$ cat src/rtl/pipe_pkg.sv
// pipe_pkg: constants and types shared by the pipeline-register slice.
//   - Opcode field values (instr[31:27]) and ALU op values (instr[6:2])
//   - Default bubble word
//   - Multdiv sequencer state enum
//   - is_multdiv(): recognises a mul/div R-type instruction
package pipe_pkg;

    localparam logic [4:0] OP_ALU  = 5'd0;
    localparam logic [4:0] OP_ADDI = 5'd5;
    localparam logic [4:0] OP_JAL  = 5'd3;
    localparam logic [4:0] OP_JR   = 5'd4;
    localparam logic [4:0] OP_SW   = 5'd7;
    localparam logic [4:0] OP_LW   = 5'd8;
    localparam logic [4:0] OP_SETX = 5'd21;
    localparam logic [4:0] OP_BEX  = 5'd22;

    localparam logic [4:0] ALU_MUL = 5'd6;
    localparam logic [4:0] ALU_DIV = 5'd7;

    localparam logic [31:0] NOP_DEFAULT = 32'h0000_0000;

    typedef enum logic {
        MD_IDLE = 1'b0,
        MD_BUSY = 1'b1
    } md_state_e;

    // Opcode in [31:27], ALU op in [6:2].
    function automatic logic is_multdiv(input logic [31:0] instr);
        return (instr[31:27] == OP_ALU) &&
               ((instr[6:2] == ALU_MUL) || (instr[6:2] == ALU_DIV));
    endfunction

endpackage

$ cat src/rtl/pipe_latch.sv
// pipe_latch: one 32-bit pipeline instruction register.
//   clock    - rising-edge clock
//   reset_n  - asynchronous active-low reset, loads NOP_INSTR
//   en       - capture d when high
//   bubble   - load NOP_INSTR (wins over en)
//   d / q    - instruction in / out
module pipe_latch
    import pipe_pkg::*;
#(
    parameter logic [31:0] NOP_INSTR = NOP_DEFAULT
) (
    input  logic        clock,
    input  logic        reset_n,
    input  logic        en,
    input  logic        bubble,
    input  logic [31:0] d,
    output logic [31:0] q
);

    always_ff @(posedge clock or negedge reset_n) begin
        if (!reset_n)    q <= NOP_INSTR;
        else if (bubble) q <= NOP_INSTR;
        else if (en)     q <= d;
    end

endmodule

$ cat src/rtl/instr_pipeline_regs.sv
// instr_pipeline_regs: FD/DX/XM/WB instruction latches, XM/WB error flags,
// PC enable and an optional multdiv sequencer.
//
// Build option: define MULTDIV_EN to decode mul/div in DX and run the
// IDLE/BUSY sequencer. Without it, md_start/md_busy are tied low and
// md_rdy/md_exception are ignored (ports remain).
//
// Ports:
//   clock, reset_n          clock, async active-low reset
//   imem_instr              fetched instruction
//   load_use_stall          hold PC/FD, bubble into DX
//   branch_flush            squash FD and DX (overrides stall)
//   x_error                 overflow flag of the instruction in X
//   md_rdy, md_exception    multdiv completion and error
//   fd/dx/xm/wb_instr       stage instruction latches
//   xm_err, wb_err          stage error flags
//   pc_en                   PC write enable (combinational)
//   md_start                one-cycle multdiv start (combinational)
//   md_busy                 sequencer in BUSY
//
// Priority in IDLE: flush > multdiv start > load-use stall. A mul/div in DX
// must not be pushed into XM by a stall bubble, and a flush squashes it.
module instr_pipeline_regs
    import pipe_pkg::*;
#(
    parameter logic [31:0] NOP_INSTR  = NOP_DEFAULT,
    parameter int          MD_TIMEOUT = 64
) (
    input  logic        clock,
    input  logic        reset_n,
    input  logic [31:0] imem_instr,
    input  logic        load_use_stall,
    input  logic        branch_flush,
    input  logic        x_error,
    input  logic        md_rdy,
    input  logic        md_exception,
    output logic [31:0] fd_instr,
    output logic [31:0] dx_instr,
    output logic [31:0] xm_instr,
    output logic [31:0] wb_instr,
    output logic        xm_err,
    output logic        wb_err,
    output logic        pc_en,
    output logic        md_start,
    output logic        md_busy
);

    logic fd_en, dx_en;
    logic fd_bub, dx_bub, xm_bub;
    logic xm_err_d;

    pipe_latch #(.NOP_INSTR(NOP_INSTR)) u_fd (
        .clock(clock), .reset_n(reset_n), .en(fd_en), .bubble(fd_bub),
        .d(imem_instr), .q(fd_instr));

    pipe_latch #(.NOP_INSTR(NOP_INSTR)) u_dx (
        .clock(clock), .reset_n(reset_n), .en(dx_en), .bubble(dx_bub),
        .d(fd_instr), .q(dx_instr));

    pipe_latch #(.NOP_INSTR(NOP_INSTR)) u_xm (
        .clock(clock), .reset_n(reset_n), .en(1'b1), .bubble(xm_bub),
        .d(dx_instr), .q(xm_instr));

    // WB always advances.
    pipe_latch #(.NOP_INSTR(NOP_INSTR)) u_wb (
        .clock(clock), .reset_n(reset_n), .en(1'b1), .bubble(1'b0),
        .d(xm_instr), .q(wb_instr));

`ifdef MULTDIV_EN
    localparam logic [6:0] TMO_LAST = 7'(MD_TIMEOUT - 1);

    md_state_e  state, state_d;
    logic [6:0] cnt, cnt_d;

    always_ff @(posedge clock or negedge reset_n) begin
        if (!reset_n) begin
            state <= MD_IDLE;
            cnt   <= 7'd0;
        end else begin
            state <= state_d;
            cnt   <= cnt_d;
        end
    end

    assign md_busy = (state == MD_BUSY);
`else
    assign md_start = 1'b0;
    assign md_busy  = 1'b0;

    logic unused_md;
    assign unused_md = md_rdy ^ md_exception ^ (MD_TIMEOUT == 0);
`endif

    always_comb begin
        fd_en    = 1'b1;
        dx_en    = 1'b1;
        fd_bub   = 1'b0;
        dx_bub   = 1'b0;
        xm_bub   = 1'b0;
        pc_en    = 1'b1;
        xm_err_d = x_error;
`ifdef MULTDIV_EN
        md_start = 1'b0;
        state_d  = state;
        cnt_d    = cnt;
        if (state == MD_BUSY) begin
            // Flush/stall are ignored here; completion is a plain advance.
            if (md_rdy) begin
                xm_err_d = md_exception;
                state_d  = MD_IDLE;
            end else if (cnt == TMO_LAST) begin
                xm_err_d = 1'b1;
                state_d  = MD_IDLE;
            end else begin
                fd_en    = 1'b0;
                dx_en    = 1'b0;
                xm_bub   = 1'b1;
                xm_err_d = 1'b0;
                pc_en    = 1'b0;
                cnt_d    = cnt + 7'd1;
            end
        end else if (branch_flush) begin
            fd_bub = 1'b1;
            dx_bub = 1'b1;
        end else if (is_multdiv(dx_instr)) begin
            md_start = 1'b1;
            fd_en    = 1'b0;
            dx_en    = 1'b0;
            xm_bub   = 1'b1;
            xm_err_d = 1'b0;
            pc_en    = 1'b0;
            state_d  = MD_BUSY;
            cnt_d    = 7'd0;
        end else if (load_use_stall) begin
            fd_en  = 1'b0;
            dx_bub = 1'b1;
            pc_en  = 1'b0;
        end
`else
        if (branch_flush) begin
            fd_bub = 1'b1;
            dx_bub = 1'b1;
        end else if (load_use_stall) begin
            fd_en  = 1'b0;
            dx_bub = 1'b1;
            pc_en  = 1'b0;
        end
`endif
    end

    always_ff @(posedge clock or negedge reset_n) begin
        if (!reset_n) begin
            xm_err <= 1'b0;
            wb_err <= 1'b0;
        end else begin
            xm_err <= xm_err_d;
            wb_err <= xm_err;
        end
    end

endmodule

$ cat config.mk
export PLATFORM = sky130hd
export DESIGN_NAME = instr_pipeline_regs
export DESIGN_NICKNAME = d
export VERILOG_FILES = /design/src/rtl/pipe_pkg.sv /design/src/rtl/pipe_latch.sv /design/src/rtl/instr_pipeline_regs.sv
export SDC_FILE = /design/constraint.sdc
export NUM_CORES = 1
export LEC_CHECK = 0
export CAP_MARGIN = 10
export CORE_MARGIN = 1.5
export CORE_UTILIZATION = 50
export DETAILED_ROUTE_END_ITERATION = 10
export GPL_TIMING_DRIVEN = 0
export PLACE_DENSITY = 0.95
export SLEW_MARGIN = 20
export SYNTH_ARGS = -nofsm -noshare
export SYNTH_HDL_FRONTEND = slang
export SYNTH_HIERARCHICAL = 1
export SYNTH_SLANG_ARGS = --single-unit
$ cat constraint.sdc
create_clock -name clock -period 1 [get_ports clock]
set_input_delay 0.1 -clock clock [delete_from_list [all_inputs] [get_ports clock]]
set_output_delay 0.1 -clock clock [all_outputs]
set_load 0.02 [all_outputs]
-- Word-level counts from Yosys, hierarchy flattened
Index checks and enable logic that the tools add are counted.
- reductions and logical operators: 1
- multiplexer cells: 8
- operators by type and width (kind ; count):
    $mux W32 ; 3
    $mux W1 ; 5
    $reduce_bool A2 Y1 ; 1
- output and inout port bits: 133
- word-level logic and storage cells: 15
- bits in registers: 130
- input bits: 39

-- Depth between registers and ports, before layout
Gate-level depths: netlist of the first run.
- depth after elaboration: 4
- depth in mapped cells: 5
- mapped depth without buffers: 3

-- Hierarchy
Netlist of the first run, hierarchy kept.
- by module, submodules not included (module ; area each (sq um) ; seq. area each (sq um) ; cells each ; times used):
    pipe_latch ; 1323.8 ; 800.8 ; 103 ; 4
    instr_pipeline_regs ; 85.1 ; 50.0 ; 8 ; 1

-- Worst setup path before layout of the first run
No wires, ideal clock.
- kind: input-to-reg
- start: input port branch_flush
- end: register u_fd.q[0]
- path buffers: 2
- arrival: 869 ps
- stages: 5
- setup slack: -1 ps
- required time: 868 ps
- setup time: 132 ps
- cells stage by stage: nand2b_1 buf_6 buf_12 mux2i_1 nor2_1
- cells in the longest elaborated chain, start to end: 2
- elaborated cells on any way between the ends: 4
- those cells by class: mux: 3; reduce/logical: 1
- ends and longest elaborated chain (what ; RTL line ; text):
    start: declaration ; instr_pipeline_regs.sv:33 ; input logic branch_flush,
    $mux W1 ; instr_pipeline_regs.sv:140 ; if (branch_flush) begin
    $mux W32 / $reduce_bool A2 Y1 (equally long branches) ; n/a ;
    end signal: assignment ; pipe_latch.sv:21 ; if (!reset_n) q <= NOP_INSTR;
    end signal: assignment ; pipe_latch.sv:22 ; else if (bubble) q <= NOP_INSTR;
    end signal: assignment ; pipe_latch.sv:23 ; else if (en) q <= d;
    end: declaration ; pipe_latch.sv:17 ; output logic [31:0] q
Parallel ways exist; a longest one is shown, timed or not.
A chain may end at the register's enable or synchronous reset.

-- Worst setup path in the final report of the first run
- start: register u_xm.q[15]
- end: output port xm_instr[15]
- RTL lines (what ; RTL line ; text):
    start: declaration ; pipe_latch.sv:17 ;
    start signal: assignment ; pipe_latch.sv:21 ;
    start signal: assignment ; pipe_latch.sv:22 ;
    start signal: assignment ; pipe_latch.sv:23 ;
    end: declaration ; instr_pipeline_regs.sv:39 ; output logic [31:0] xm_instr,
No word-level cell between the ends.

==> results of run 1 <==
## cell type report
| class | count | area (µm²) |
|---|---|---|
| plain buffers | 30 | 349.1 |
| clock buffers | 18 | 417.9 |
| clock inverters | 14 | 180.2 |
| fillers | 314 | 913.4 |
| multi-input cells | 273 | 1996 |
| flip-flops and latches | 130 | 3253 |
| well taps | 136 | 170.2 |
| repair buffers | 328 | 3090 |
## power groups by stage
stage | Sequential, µW | Clock, µW | Combinational (µW)
floorplan | 5720 | 0 | 571
global placement | 5590 | 0 | 1270
global route | 5520 | 6840 | 1960
detailed placement | 5590 | 0 | 1310
finish | 5520 | 6650 | 1920
CTS | 5490 | 6300 | 1580
## routing by layer
metal	routed length, µm	part of all wire	global-route usage
met5	0	0	0
met4	2110	0.080	0.1743
met3	2645	0.10	0.08815
met2	12750	0.49	0.6740
met1	8716	0.33	0.4231
## state kept, by name (all words and copies together), names as in the netlist
register / cells
u_dx/q: 32
u_fd/q: 32
u_wb/q: 32
u_xm/q: 32
wb_err: 1
xm_err: 1
## per-stage QoR
step	total power (µW)	instance area [µm²]
detailed placement	6908	7302
global placement	6851	7273
global route	14310	9457
CTS	13370	8910
finish	14080	9457
floorplan	6293	5431
## worst paths after layout
path / start / to / slack (ns) / depth (start not counted)
max: u_xm/q[15]$_DFFE_PN0P_ / xm_instr[15] / -0.26 / 1
min: x_error / xm_err$_DFF_PN0_ / 0.05 / 1
max reg2reg: u_dx/q[12]$_DFFE_PN0P_ / u_xm/q[12]$_DFFE_PN0P_ / -0.19 / 4
min reg2reg: xm_err$_DFF_PN0_ / wb_err$_DFF_PN0_ / 0.40 / 0
max in group asynchronous: reset_n / u_wb/q[23]$_DFFE_PN0P_ / 0.12 / 3
min in group asynchronous: reset_n / u_xm/q[14]$_DFFE_PN0P_ / 0.12 / 2
## cells by family after synthesis
kind of cell | after synthesis
buf+inv | 30
flops | 130
mux | 128
other cells | 2
simple gates | 130
## layout by cell type, fill, tap and decap left out, drive strengths merged, types with 2 or more instances in the layout
| master | n |
|---|---|
| clkinvlp | 4 |
| buf | 308 |
| nor2 | 128 |
| bufinv | 3 |
| inv | 4 |
| clkbuf | 31 |
| mux2i | 128 |
| clkinv | 3 |
| clkdlybuf4s50 | 34 |
| conb | 15 |
| dlygate4sd3 | 2 |
| dfrtp | 130 |
## timing repair
action | 4_1_cts | 5_1_grt
pin swaps | 0 | 9
hold buffers | 2 | 0
cloned | 0 | 0
endpoints found under the hold margin | 59 | 0
buffers inserted | 110 | 56
endpoints found under the setup margin | 191 | 216
gates resized for setup | 790 | 42
==> results, run 1 <==
- The cell family contributing the most delay on the critical path is flip-flops.
- The mapped netlist covers 0.005380 mm².
- The maximum fanout encountered on the critical timing path is 2.
- For this design the total switching power over the nets is approximately 4000 µW.
- The largest buffer count on any clock path is 2.
- The starting density of the core is 0.5188.
- Walking the worst path, the cells encountered are buf_6.
- The final reports fail on setup timing.
- The combinational share of power is 0.136.
- The peak supply drop is between 1000 and 1500 µV.
- The first detailed-routing pass took 5 iterations.
- In this run the tightest slew margin relative to its limit is 0.5968.
- Of the total power, the share spent switching nets is 0.2789.
- The count of state elements after synthesis is 130.
- Entering global routing, the biggest net connects 74 pins.
- Static timing analysis puts the maximum clock frequency at around 790 MHz.
- A synthesized cell averages roughly 13 µm².
- The x dimension of the die is around 110 µm.
- The setup-violating endpoint count in the final report is 174.
- Clock tree synthesis found a total of 130 sinks.
- By area the synthesized netlist is led by sky130_fd_sc_hd__dfrtp_1, sky130_fd_sc_hd__mux2i_1, sky130_fd_sc_hd__nor2_1.
- The dominant register cell in the synthesized netlist is sky130_fd_sc_hd__dfrtp_1.
- In this design, the stage delay of the slowest critical-path cell is between 0.4 and 0.5 ns.
- The sequential group share of total power is 0.392.
- The number of antenna diodes in the final layout is 0.
- The first routing iteration left ~640 violations.
- The per-cell routed wire length is around 28 µm.
- The library cell used as clock root buffer is sky130_fd_sc_hd__clkbuf_8.
- The leakage power total is 0.005071 µW.
- The synthesized netlist cell count is 420.
- The post-synthesis compound-gate area fraction is 0.
- The flow ran to the end, but the final reports show violations.
- The initial antenna violation count came to 0.
- The routed layout has around 5600 vias.
- The aggregate negative setup slack is -27.80 ns.
- The final cell utilization of the core is 0.9119.
- At the end of the flow, the number of nets in the layout was approximately 820.
- TritonCTS built the clock tree.
- The clock share of power is 0.472.
- The endpoint type of the worst setup path is a primary output.
- Setup repair after global routing could not meet its margin everywhere.
- Dividing the detail-routed via count by the number of cells gives between 6 and 7.
- In this run the standard cell core region covers just over 0.01 mm².
- The library cell contributing the largest single delay on the critical path is sky130_fd_sc_hd__dfrtp_1.
- The clock-pin slew reported for the worst setup and hold paths after clock tree synthesis is ~0.07 ns.
- After synthesis, the netlist uses 10 different library cells.
- The biggest area consumer among synthesized cells is sky130_fd_sc_hd__dfrtp_1.
- The max-slew violation count is 0.
- The share of layout cells above drive strength 1 is 0.4628.
- Across every metal layer, demand over resource in global routing totals 0.3762.
- The worst path buffer plus inverter count is 1.
- The total number of yosys warnings is 6.
- The first global-routing pass estimated between 30000 and 40000 µm of wire.
- The worst clock skew on the final layout is between 0.009 and 0.01 ns.
- Measured against the total synthesized area, the mux share comes to 0.2381.
- The data required time at the worst endpoint is around 0.90 ns.
- From bottom edge to top edge, the die measures roughly 110 µm.
- In the synthesized netlist, the cells that appear most often are sky130_fd_sc_hd__dfrtp_1, sky130_fd_sc_hd__mux2i_1, sky130_fd_sc_hd__nor2_1.
- After synthesis, the largest family of logic cells by area is multiplexers.
- Of the total synthesized cell area, the portion taken by full adders, half adders and majority gates is 0.
- The wire-length estimate of the detail-placed layout is between 9000 and 10000 µm.
- Summed over all layers, the routed wires come to 26220 µm.
- The share of flip-flops with an asynchronous set or reset is 1.000.
- The startpoint type of the worst setup path is a flop.
- The proportion of netlist area held by the largest area contributor is 0.6047.
- The area added between synthesis and finish is 75.77%.
- The number of nets still failing antenna checks after routing is 0.
- The total power per unit cell area is ~1500 mW/mm².
- The later-pin clock latency in the skew report is about 0.54 ns.
- Global routing finished with a remaining overflow of 0.
- The area of the die is approximately 0.011 mm².
- The number of standard cells in the final layout excluding fillers is slightly above 900.
- Hold timing on the final database bottoms out at a slack of slightly below 0.05 ns.
- For the finished layout, the period the worst path requires is between 1 and 1.5 ns.
- The number of enable-type register cells in the synthesized netlist is 0.
- The TritonCTS buffer count is 17.
- The design internal power is between 10000 and 15000 µW.
- The final count of hold timing violations is 0.
- By startpoint and endpoint, the worst setup path is classified as flop to primary output.
- The class of the most critical hold timing path is input port to flop.
- 172 I/O pins were placed.
- The last weighted congestion value of the routability-driven placer is 0.7975.
- The via count of the first global-routing pass is about 5200.
- Of the total synthesized cell area, the portion taken by XOR and XNOR cells is 0.
- The number of rows in the core area is 37.
- Dividing the final minimum period by the clock period gives 1.263.
- The level count of the clock H-tree is 4.
- Across the run, the number of max-cap violations was 0.
- After detailed placement, the design holds a cell count of around 740.
- The share of the yosys chip area belonging to registers is 0.6047.
- The smallest setup slack after layout is -0.2630 ns.
- Of the total synthesized cell area, the portion taken by AND, OR, NAND and NOR gates is 0.09163.
- The library cell with the highest instance count after synthesis is sky130_fd_sc_hd__dfrtp_1.
- The DRC violation count after routing is 0.
- The worst endpoint data arrival time is about 1.2 ns.
- During placement, the flow inserted port buffers numbering approximately 170.
- The transition at the pin with the smallest max-transition slack is between 0.6 and 0.7 ns.
- The worst slack at placement is -0.7090 ns.
Power figures use the tool's default switching activity.
==> run 2: changes to the inputs <==
--- a/config.mk
+++ b/config.mk
@@ -6,10 +6,8 @@
 export NUM_CORES = 1
 export LEC_CHECK = 0
 export CAP_MARGIN = 10
-export CORE_MARGIN = 1.5
 export CORE_UTILIZATION = 50
 export DETAILED_ROUTE_END_ITERATION = 10
-export GPL_TIMING_DRIVEN = 0
 export PLACE_DENSITY = 0.95
 export SLEW_MARGIN = 20
 export SYNTH_ARGS = -nofsm -noshare
==> results, run 2 (synthesis results as in run 1) <==
- The flow ran to the end, but the final reports show violations.
- The checks that failed: setup timing.
- The largest buffer count on any clock path is 2 (unchanged).
- The sum of internal, switching and leakage power is 12760 µW (-9.4%).
- The starting density of the core is 0.5188 (unchanged).
- The min-delay analysis places its worst path in the category input port to flop.
- The switching part of the total is 0.2751 (-0.003816).
- The final global-route overflow total came to 0 (unchanged).
- The worst path buffer plus inverter count is 1 (unchanged).
- The number of optimization iterations in the first detailed-route pass is 6 (+1).
- The path depth of the worst reg2reg path came to 4 (unchanged).
- The setup-violating endpoint count in the final report is 159 (-8.6%).
- The TritonCTS buffer count was 17 (unchanged).
- The number of cells in the design after placement is 827 (+12%).
- The slowest stage of the critical path is the sky130_fd_sc_hd__dfrtp_1 cell.
- The vertical extent of the die is 105.7 µm (-0.94%).
- The total inserted antenna cells is 0 (unchanged).
- The sink count of the clock tree is 130 (unchanged).
- The fmax is 827.4 MHz (+4.5%).
- STA classifies the critical path endpoint as a primary output.
- The x dimension of the die is 105.7 µm (-0.94%).
- The share of layout cells above drive strength 1 was 0.4439 (-0.01894).
- The total of buffers placed on input and output ports is 167 (unchanged).
- The TritonCTS clock tree is built.
- The wire length of the first global-routing pass is 28970 µm (-6.8%).
- The design internal power is 9250 µW (-8.9%).
- In the layout the commonest cells are sky130_fd_sc_hd__buf_6, sky130_fd_sc_hd__buf_4, sky130_fd_sc_hd__dfrtp_1, sky130_fd_sc_hd__nor2_1, sky130_fd_sc_hd__mux2i_1.
- The final critical path time including I/O delays and setup is 1.209 ns (-0.05443 ns).
- The number of vias per cell is 5.596 (-7.7%).
- Setup repair after global routing could not meet its margin everywhere.
- The sequential group share of total power is 0.432 (+0.040).
- The power dissipated by switching net loads is 3510 µW (-11%).
- The via count is 5048 (-10%).
- The number of top-level pins is 172 (unchanged).
- The critical path is of the flop to primary output type.
- The peak supply drop was 1165 µV (+1.0%).
- The post-route fraction of the period consumed by the critical path is 1.209 (-0.05443).
- The clock share of power is 0.435 (-0.037).
- The critical path goes through buf_6.
- The number of standard cells in the final layout excluding fillers is 902 (-2.9%).
- The worst slack at placement is -0.4589 ns (+0.2501 ns).
- The number of cells on the worst hold path is 1 (unchanged).
- The path length in cells of the critical path was 1 (unchanged).
- The delay of the slowest cell on the worst path is 0.43 ns (-0.03 ns).
- The data required time at the worst endpoint is 0.90 ns (about the same).
- The overall track demand over capacity in global routing came to 0.3534 (-0.02289).
- The worst endpoint data arrival time was 1.11 ns (-0.05 ns).
- The total core area came to 0.01037 mm² (unchanged).
- The smallest setup slack after layout came to -0.2086 ns (+0.05443 ns).
- The clock-pin slew reported for the worst setup and hold paths after clock tree synthesis was 0.06 ns (about the same).
- The multi-input combinational cell area came to 0.001907 mm² (-4.5%).
- The last weighted congestion value of the routability-driven placer was 0.8617 (+8.1%).
- The per-cell routed wire length is 23.23 µm (-18%).
- The startpoint type of the worst setup path is a flop.
- The later-pin clock latency in the skew report is 0.52 ns (-0.02 ns).
- The leakage power total was 0.004891 µW (-3.5%).
- The DRC violation count after routing is 0 (unchanged).
- The aggregate routed wire length came to 20950 µm (-20%).
- The library cell used most frequently in the layout, excluding fill and tap cells, is sky130_fd_sc_hd__buf_6.
- The final count of hold timing violations is 0 (unchanged).
- The post-DP HPWL is 11430 µm (+19%).
- The worst clock skew on the final layout is 0.009048 ns (-0.0001589 ns).
- The max-slew violation count was 0 (unchanged).
- The DRC violation total after the first TritonRoute iteration is 368 (-43%).
- The filler cell count in the final layout was 451 (+44%).
- The pin count of the biggest net entering global routing was 42 (-43%).
- The number of nets still failing antenna checks after routing is 0 (unchanged).
- The net total in the final layout was 793 (-3.2%).
- The total power per unit cell area came to 1407 mW/mm² (-5.5%).
- The area growth from synthesis to layout is 68.58%.
- The combinational share of power is 0.133 (-0.003).
- The via count of the first global-routing pass is 5252 (+1.7%).
- The maximum fanout encountered on the critical timing path is 2 (unchanged).
- The max-cap check violation count was 0 (unchanged).
- The cell family with the largest share of critical-path delay is flip-flops.
- The area taken by flip-flops and latches came to 0.003253 mm² (unchanged).
- The area of the die is 0.01118 mm² (-1.9%).
- The number of rows in the core area is 37 (unchanged).
- The library cell used as clock root buffer is sky130_fd_sc_hd__clkbuf_8.
- The level count of the clock H-tree is 4 (unchanged).
- The initial antenna violation count is 0 (unchanged).
[run 2: cell count changes in the layout (fill, tap and decap cells not counted), sizes merged]
cell,delta
clkinv,+1
clkbuf,-13
clkdlybuf4s50,+1
bufinv,-3
clkinvlp,+2
clkdlybuf4s15,-1
dlygate4sd3,+1
buf,-15
[run 2: what timing repair did]
item,in CTS,in global routing
gates resized for setup,787,37
setup buffers,35,28
hold buffers,2,2
pin swaps,0,20
endpoints found under the setup margin,131,172
hold endpoints to repair,130,3
gates cloned,0,1
[run 2: power by group through the flow]
stage	clock [µW]	sequential [µW]	combinational, µW
after floorplan	0	5720	571
after global placement	0	5560	1380
after detailed placement	0	5560	1440
after CTS	5490	5490	1530
after global routing	5840	5510	1760
final	5560	5510	1700
[run 2: final timing paths]
check,start,end,slack (ns)
max,u_dx/q[13]$_DFFE_PN0P_,dx_instr[13],-0.21
min,x_error,xm_err$_DFF_PN0_,0.02
max reg2reg,u_xm/q[8]$_DFFE_PN0P_,u_wb/q[8]$_DFFE_PN0P_,-0.08
min reg2reg,xm_err$_DFF_PN0_,wb_err$_DFF_PN0_,0.42
max in group asynchronous,reset_n,u_wb/q[5]$_DFFE_PN0P_,-0.06
min in group asynchronous,reset_n,u_fd/q[28]$_DFFE_PN0P_,0.17
[run 2: area by class of cell]
type,count,area share
flip-flops and latches,130,0.3587
repair buffers,332,0.3548
multi-input cells,273,0.2102
clock buffers,17,0.04566
well taps,136,0.01876
clock inverters,14,0.01186
[run 2: metal layers]
layer  track usage  vias to the layer above  routed length, µm
met5             0                        -                  0
met2        0.6232                      376              10840
li1              -                     2046                  -
met1        0.3862                     2509               7352
met3       0.09153                      117               1412
met4        0.1954                        0               1347
[run 2: stage by stage]
| step | hold slack, ns | util | TNS, ns | instance area, µm² |
|---|---|---|---|---|
| after floorplan | -0.1956 | - | 0 | 5431 |
| after global placement | -0.02448 | 0.7603 | -25.63 | 7884 |
| after detailed placement | -0.01691 | 0.7603 | -29.49 | 7884 |
| after CTS | 0.01211 | 0.8534 | -23.50 | 8850 |
| after global routing | 0.001111 | 0.8746 | -26.70 | 9070 |
| final | 0.02455 | 0.8746 | -22.88 | 9070 |
